`config.mk`:
```
export PLATFORM = sky130hd
export DESIGN_NAME = sensor_conditioner
export DESIGN_NICKNAME = d
export VERILOG_FILES = /design/src/rtl/sensor_conditioner.sv
export SDC_FILE = /design/constraint.sdc
export NUM_CORES = 1
export LEC_CHECK = 0
export CAP_MARGIN = 10
export CORE_ASPECT_RATIO = 1.25
export CORE_UTILIZATION = 55
export DETAILED_ROUTE_END_ITERATION = 6
export PLACE_DENSITY = 0.81
export REMOVE_ABC_BUFFERS = 1
export SETUP_SLACK_MARGIN = 0.2
export SLEW_MARGIN = 30
export SYNTH_ARGS = -nofsm -noshare
export SYNTH_HDL_FRONTEND = slang
export SYNTH_SLANG_ARGS = --single-unit
```
`constraint.sdc`:
```
create_clock -name CLK_clk_i -period 4.33 [get_ports CLK_clk_i]
set_clock_uncertainty 0.2 [all_clocks]
set_input_delay 0.866 -clock CLK_clk_i [delete_from_list [all_inputs] [get_ports CLK_clk_i]]
set_output_delay 0.866 -clock CLK_clk_i [all_outputs]
set_load 0.05 [all_outputs]
```
`src/rtl/sensor_conditioner.sv`:
```
// sensor_conditioner: two-flop synchroniser, consecutive-sample debouncer and
// rising-edge pulse generator for the temperature and smoke sensor lines,
// plus a shared saturating counter of rejected glitches.
module sensor_conditioner #(
  parameter int DB_CYCLES = 8,
  parameter int CNT_W     = 4
) (
  input  logic       CLK_clk_i,
  input  logic       RST_rst_i,
  input  logic       Sensor_Temp_i,
  input  logic       Sensor_Humo_i,
  output logic       Temp_lvl_o,
  output logic       Humo_lvl_o,
  output logic       Temp_rise_o,
  output logic       Humo_rise_o,
  output logic [7:0] Glitch_cnt_o
);

  // Count value at which the next differing sample is the accepting one.
  localparam logic [CNT_W-1:0] DB_LAST = CNT_W'(DB_CYCLES - 1);
  localparam logic [CNT_W-1:0] CNT_ONE = CNT_W'(1);

  // Channel 0 is temperature, channel 1 is smoke.
  logic [1:0] w_raw;
  logic [1:0] w_lvl;
  logic [1:0] w_rise;
  logic [1:0] w_glitch;
  logic [7:0] r_gcnt;
  logic [8:0] w_gsum;

  assign w_raw = {Sensor_Humo_i, Sensor_Temp_i};

  generate
    for (genvar gi = 0; gi < 2; gi++) begin : g_ch
      logic             r_s1;
      logic             r_s2;
      logic             r_stable;
      logic             r_rise;
      logic [CNT_W-1:0] r_cnt;
      logic             w_diff;
      logic             w_accept;

      assign w_diff   = r_s2 ^ r_stable;
      assign w_accept = w_diff && (r_cnt == DB_LAST);
      // A run of differing samples broken before acceptance is a glitch.
      assign w_glitch[gi] = !w_diff && (r_cnt != '0);

      // Synchronise the raw line, count consecutive differing samples, accept.
      always_ff @(posedge CLK_clk_i or negedge RST_rst_i) begin
        if (!RST_rst_i) begin
          r_s1     <= 1'b0;
          r_s2     <= 1'b0;
          r_stable <= 1'b0;
          r_rise   <= 1'b0;
          r_cnt    <= '0;
        end else begin
          r_s1 <= w_raw[gi];
          r_s2 <= r_s1;
          if (w_accept) begin
            r_stable <= r_s2;
            r_cnt    <= '0;
            r_rise   <= r_s2;   // only a 0->1 acceptance pulses
          end else if (w_diff) begin
            r_cnt  <= r_cnt + CNT_ONE;
            r_rise <= 1'b0;
          end else begin
            r_cnt  <= '0;
            r_rise <= 1'b0;
          end
        end
      end

      assign w_lvl[gi]  = r_stable;
      assign w_rise[gi] = r_rise;
    end
  endgenerate

  // Nine-bit sum so two simultaneous glitches from 254 are seen as overflow.
  assign w_gsum = {1'b0, r_gcnt} + 9'(w_glitch[0]) + 9'(w_glitch[1]);

  // Saturating glitch counter shared by both channels.
  always_ff @(posedge CLK_clk_i or negedge RST_rst_i) begin
    if (!RST_rst_i) begin
      r_gcnt <= 8'd0;
    end else if (w_gsum[8]) begin
      r_gcnt <= 8'hFF;
    end else begin
      r_gcnt <= w_gsum[7:0];
    end
  end

  assign Temp_lvl_o   = w_lvl[0];
  assign Humo_lvl_o   = w_lvl[1];
  assign Temp_rise_o  = w_rise[0];
  assign Humo_rise_o  = w_rise[1];
  assign Glitch_cnt_o = r_gcnt;

endmodule

```
# Word level (Yosys, flattened, before mapping)
# Index checks and enable logic that the tools add are counted.
# Widths: inputs -> output; s select.
[word_totals]
register_bits = 24
in_bits = 4
out_inout_bits = 12
[classes]
n_addsub = 4
n_eq_ne = 2
muxes = 7
n_bitwise = 2
reduce_logical = 8
[ops]
columns = ["cell", "n"]
rows = [
  ["$mux 4", 4],
  ["$add 8x1->9", 1],
  ["$add 9x1->9", 1],
  ["$add 4x1->4 const B", 2],
  ["$eq 4x3->1 const B", 2],
  ["$mux 8", 1],
  ["$reduce_bool 4->1", 2],
  ["$logic_and 1x1->1", 4],
  ["$logic_not 1->1", 2],
  ["$mux 1", 2],
  ["$xor 1x1->1", 2],
]

# Depth between registers and ports, before layout
[logic_depth]
depth_word = 6
depth_mapped = 10

# Worst setup path after synthesis
# Ideal clock, no wire load.
[synth_path]
path_type = "flip-flop to flip-flop"
start = "register g_ch[1].r_stable (netlist: Humo_lvl_o)"
end = "register r_gcnt[6] (netlist: Glitch_cnt_o[6])"
setup_ps = 125
arrival_time_ps = 2213
setup_slack_ps = 1792
path_stages_with_launch = 9
path_buffers = 0
path_cell_list = "dfrtp_1 xnor2_1 nand2_1 fa_1 inv_1 ha_1 and3_4 nand3_2 mux2_4"
[synth_via]
elab_chain_cells = 5
[synth_lines]
columns = ["element", "line_no", "rtl"]
rows = [
  ["from (decl)", "37", "logic r_stable;"],
  ["from (signal assigned)", "60", "r_stable <= r_s2;"],
  ["$xor 1x1->1", "43", "assign w_diff = r_s2 ^ r_stable;"],
  ["$logic_not 1->1", "46", "assign w_glitch[gi] = !w_diff && (r_cnt != '0);"],
  ["$logic_and 1x1->1", "46", ""],
  ["$add 9x1->9", "79", "assign w_gsum = {1'b0, r_gcnt} + 9'(w_glitch[0]) + 9'(w_glitch[1]);"],
  ["$mux 8", "85", "end else if (w_gsum[8]) begin"],
  ["to (signal assigned)", "88", "r_gcnt <= w_gsum[7:0];"],
  ["to (decl)", "28", "logic [7:0] r_gcnt;"],
]
# No other way between the ends.
# A chain may end at the register's enable or synchronous reset.

# Final worst setup path
[layout_path]
start = "register r_gcnt[4] (netlist: Glitch_cnt_o[4])"
end = "output Glitch_cnt_o[4]"
[layout_lines]
columns = ["element", "line_no", "rtl"]
rows = [
  ["to (decl)", "16", "output logic [7:0] Glitch_cnt_o"],
]
# No word-level cell between the ends.

==> flow_summary_export.csv <==
group,metric,value,unit
run_status,status,"completed",
final_layout,syn_to_final_growth,19.5,%
clock_tree,postCtsHoldBufs,0,
synth,synthesis.area,0.00105,mm2
grt,grtUsageTotal,20.6,%
worst_setup_path,cp.arrival,1660,ps
sta,setup_viol,0,
drt,first_pass_iters,4,
min_path,hold_path_class,"register to register",
power,vdd_ir_drop_max,0.462,mV
final_layout,final_nets,121,
flow_run,drv_cap,0,
clock_tree,cts_tree,"yes",
floorplan,initial_utilization,58.8,%
floorplan,die_h,50.8,um
synth,avgSynthCellArea,11.5,um2
sta,hold_viol_final,0,
power,clock_power_share,12.8,%
sta,grt_setup_unrepaired,"false",
sta,slew_headroom,66.5,%
floorplan,die-width,41.1,um
clock_tree,cts_setup_buffers,0,
sta,hold_slack,172,ps
clock_tree,cts_resized,0,
worst_setup_path,slowest_delay,860,ps
worst_setup_path,critPathBufInv,1,
synth,syn_inst,91,
worst_setup_path,crit_slowest_cell,"clkdlybuf4s50_1",
power,power.internal,0.000501,W
synth,synth_seq_cells,24,
clock_tree,cts-root-buf,"clkbuf_4",
worst_setup_path,worst_setup_path_start_kind,"register",
clock_tree,insertion_delay,310,ps
sta,tns,0,ps
grt,antenna_found_initial,0,
drt,vias,689,
power,p_comb_share,46.9,%
worst_setup_path,crit_type,"register to output pin",
clock_tree,numCtsBuffers,3,
sta,tightest_slew,501,ps
worst_setup_path,cp_data_required_time,3260,ps
clock_tree,cts-htree-levels,1,
power,leakage,0.595,nW
worst_setup_path,crit_chain,"clkdlybuf4s50_1",
synth,synth_cell_types,25,
sta,post-route-min-period,2730,ps
min_path,min_delay_path_depth,0,
placed_design,place.gp.congestion,0.702,
floorplan,rows,17,
grt,grt_overflow,0,
power,switchingPower,0.000387,W
sta,fin_crit_sh,63.0,%
worst_setup_path,cp_max_fo,8,
min_path,hold_end,"g_ch[1].r_s2",
worst_setup_path,regToRegEndpoint,"Glitch_cnt_o[6]",
min_path,hold_start,"g_ch[1].r_s1",
floorplan,die-area,0.00209,mm2
worst_setup_path,crit-reg2reg-launch,"Humo_lvl_o",
worst_setup_path,cp-end-kind,"output pin",
worst_setup_path,reg2regPathDepth,8,
grt,grt_pass1_vias,709,
placed_design,dp_hpwl,1.31,mm
grt,grt_max_degree,25,
power,power.density,707,mW/mm2
drt,drc_errors,0,
synth,synth-warning-count,0,
drt,routed_via_density,5.34,
placed_design,io_buffers,15,
sta,fmax,367,MHz
clock_tree,cts_buffer_depth,2,
power,sequentialPowerShare,40.3,%
drt,wl_per_cell,13.2,um
final_layout,drive_gt1_share,10.0,%
final_layout,final_cell_mix,"dfrtp_1, clkdlybuf4s50_1, nor2_1",
sta,slew_viol_final,0,
drt,wl,1.71,mm
final_layout,fillerInstances,141,
clock_tree,clk_transition_reported_paths,130,ps
worst_setup_path,regToRegSetupSlack,1890,ps
floorplan,pin_count,16,
worst_setup_path,crit_family,"buffers and inverters",
final_layout,layout_commonest_cell,"dfrtp_1",
clock_tree,clock_sinks,24,
drt,drtAntennaViolNets,0,
synth,yosysSeqAreaShare,57.2,%
final_layout,antennaDiodeCount,0,
power,power.share.switching,43.6,%
grt,grt_pass1_wl,2.82,mm
floorplan,core-area,0.00179,mm2
drt,drt_iter0_drc,10,
-- cell families (layout without fill, tap and decap cells) --
family / count (synthesis) / after routing / synth area share [%]
compound gates: 5 / 5 / 2.74
xor+xnor: 7 / 7 / 5.84
fa+ha+maj: 6 / 6 / 7.87
buf+inv: 9 / 28 / 3.22
flops: 24 / 24 / 57.2
mux: 4 / 4 / 4.53
simple gates: 36 / 36 / 18.6
-- metal layers --
layer  track usage, %  wire length, um  vias up
li1                 -                -      332
met1             23.9              701      343
met2             33.1              922       10
met3             4.35               45        4
met4             12.2               40        0
met5                0                0        -
-- power by group through the flow --
| stage | registers, W | logic, W | clock network, W |
|---|---|---|---|
| after detailed placement | 0.000362 | 0.000421 | 0 |
| after floorplan | 0.000482 | 0.000166 | 0 |
| final | 0.000358 | 0.000416 | 0.000113 |
| after global routing | 0.000369 | 0.000457 | 0.000124 |
| after CTS | 0.000358 | 0.000423 | 0.000116 |
| after global placement | 0.000358 | 0.000409 | 0 |
-- stage by stage --
step / setup slack (ps) / util [%] / power (W) / instance area (um2) / std cells
2_1_floorplan: 1790 / - / 0.000648 / 1050 / 91
3_3_place_gp: 1930 / 68.5 / 0.000767 / 1220 / 125
3_5_place_dp: 1880 / 68.2 / 0.000783 / 1220 / 125
4_1_cts: 1590 / 70.2 / 0.000896 / 1250 / 129
5_1_grt: 1530 / 70.2 / 0.000950 / 1250 / 129
6_report: 1600 / 70.2 / 0.000887 / 1250 / 129
-- cells in the mapped netlist, drive strengths merged --
cell type	number	area share (%)
nand4	1	0.60
nand3b	3	2.1
and4b	1	1.1
and3	2	1.7
mux2	3	3.6
and4	1	0.83
a21oi	2	0.95
xnor2	5	4.2
ha	5	6.0
o21a	1	0.72
fa	1	1.9
o21ai	1	0.48
xor2	2	1.7
nand3	3	1.9
inv	9	3.2
nor3b	2	1.4
nand2	9	3.2
dfrtp	24	57
a31oi	1	0.60
nand2b	3	1.8
nor2	11	3.9
mux2i	1	0.95
-- cell type report --
| type | count | area (um2) | area share (%) |
|---|---|---|---|
| Multi-Input combinational cell | 58 | 415 | 33.1 |
| Clock buffer | 4 | 36.3 | 2.89 |
| Sequential cell | 24 | 601 | 47.9 |
| Tap cell | 19 | 23.8 | 1.89 |
| Timing Repair Buffer | 15 | 145 | 11.6 |
| Inverter | 9 | 33.8 | 2.69 |
-- worst max path at each step --
stage | cells past startpoint | startpoint | slack (ps) | to
after CTS | 1 | Glitch_cnt_o[4] | 1590 | Glitch_cnt_o[4]
after global placement | 8 | Humo_lvl_o | 1930 | Glitch_cnt_o[6]
after global routing | 1 | Glitch_cnt_o[4] | 1530 | Glitch_cnt_o[4]
final | 1 | Glitch_cnt_o[4] | 1600 | Glitch_cnt_o[4]
after floorplan | 8 | Humo_lvl_o | 1790 | Glitch_cnt_o[6]
after detailed placement | 8 | Humo_lvl_o | 1880 | Glitch_cnt_o[6]
-- registers in the layout (all words and copies together) (netlist names) --
name and flops:
Glitch_cnt_o 8, g_ch.r_cnt 8, g_ch.r_s1 2, g_ch.r_s2 2
Humo_lvl_o 1, Humo_rise_o 1, Temp_lvl_o 1, Temp_rise_o 1
No activity file was read; power rests on OpenSTA's default activity.
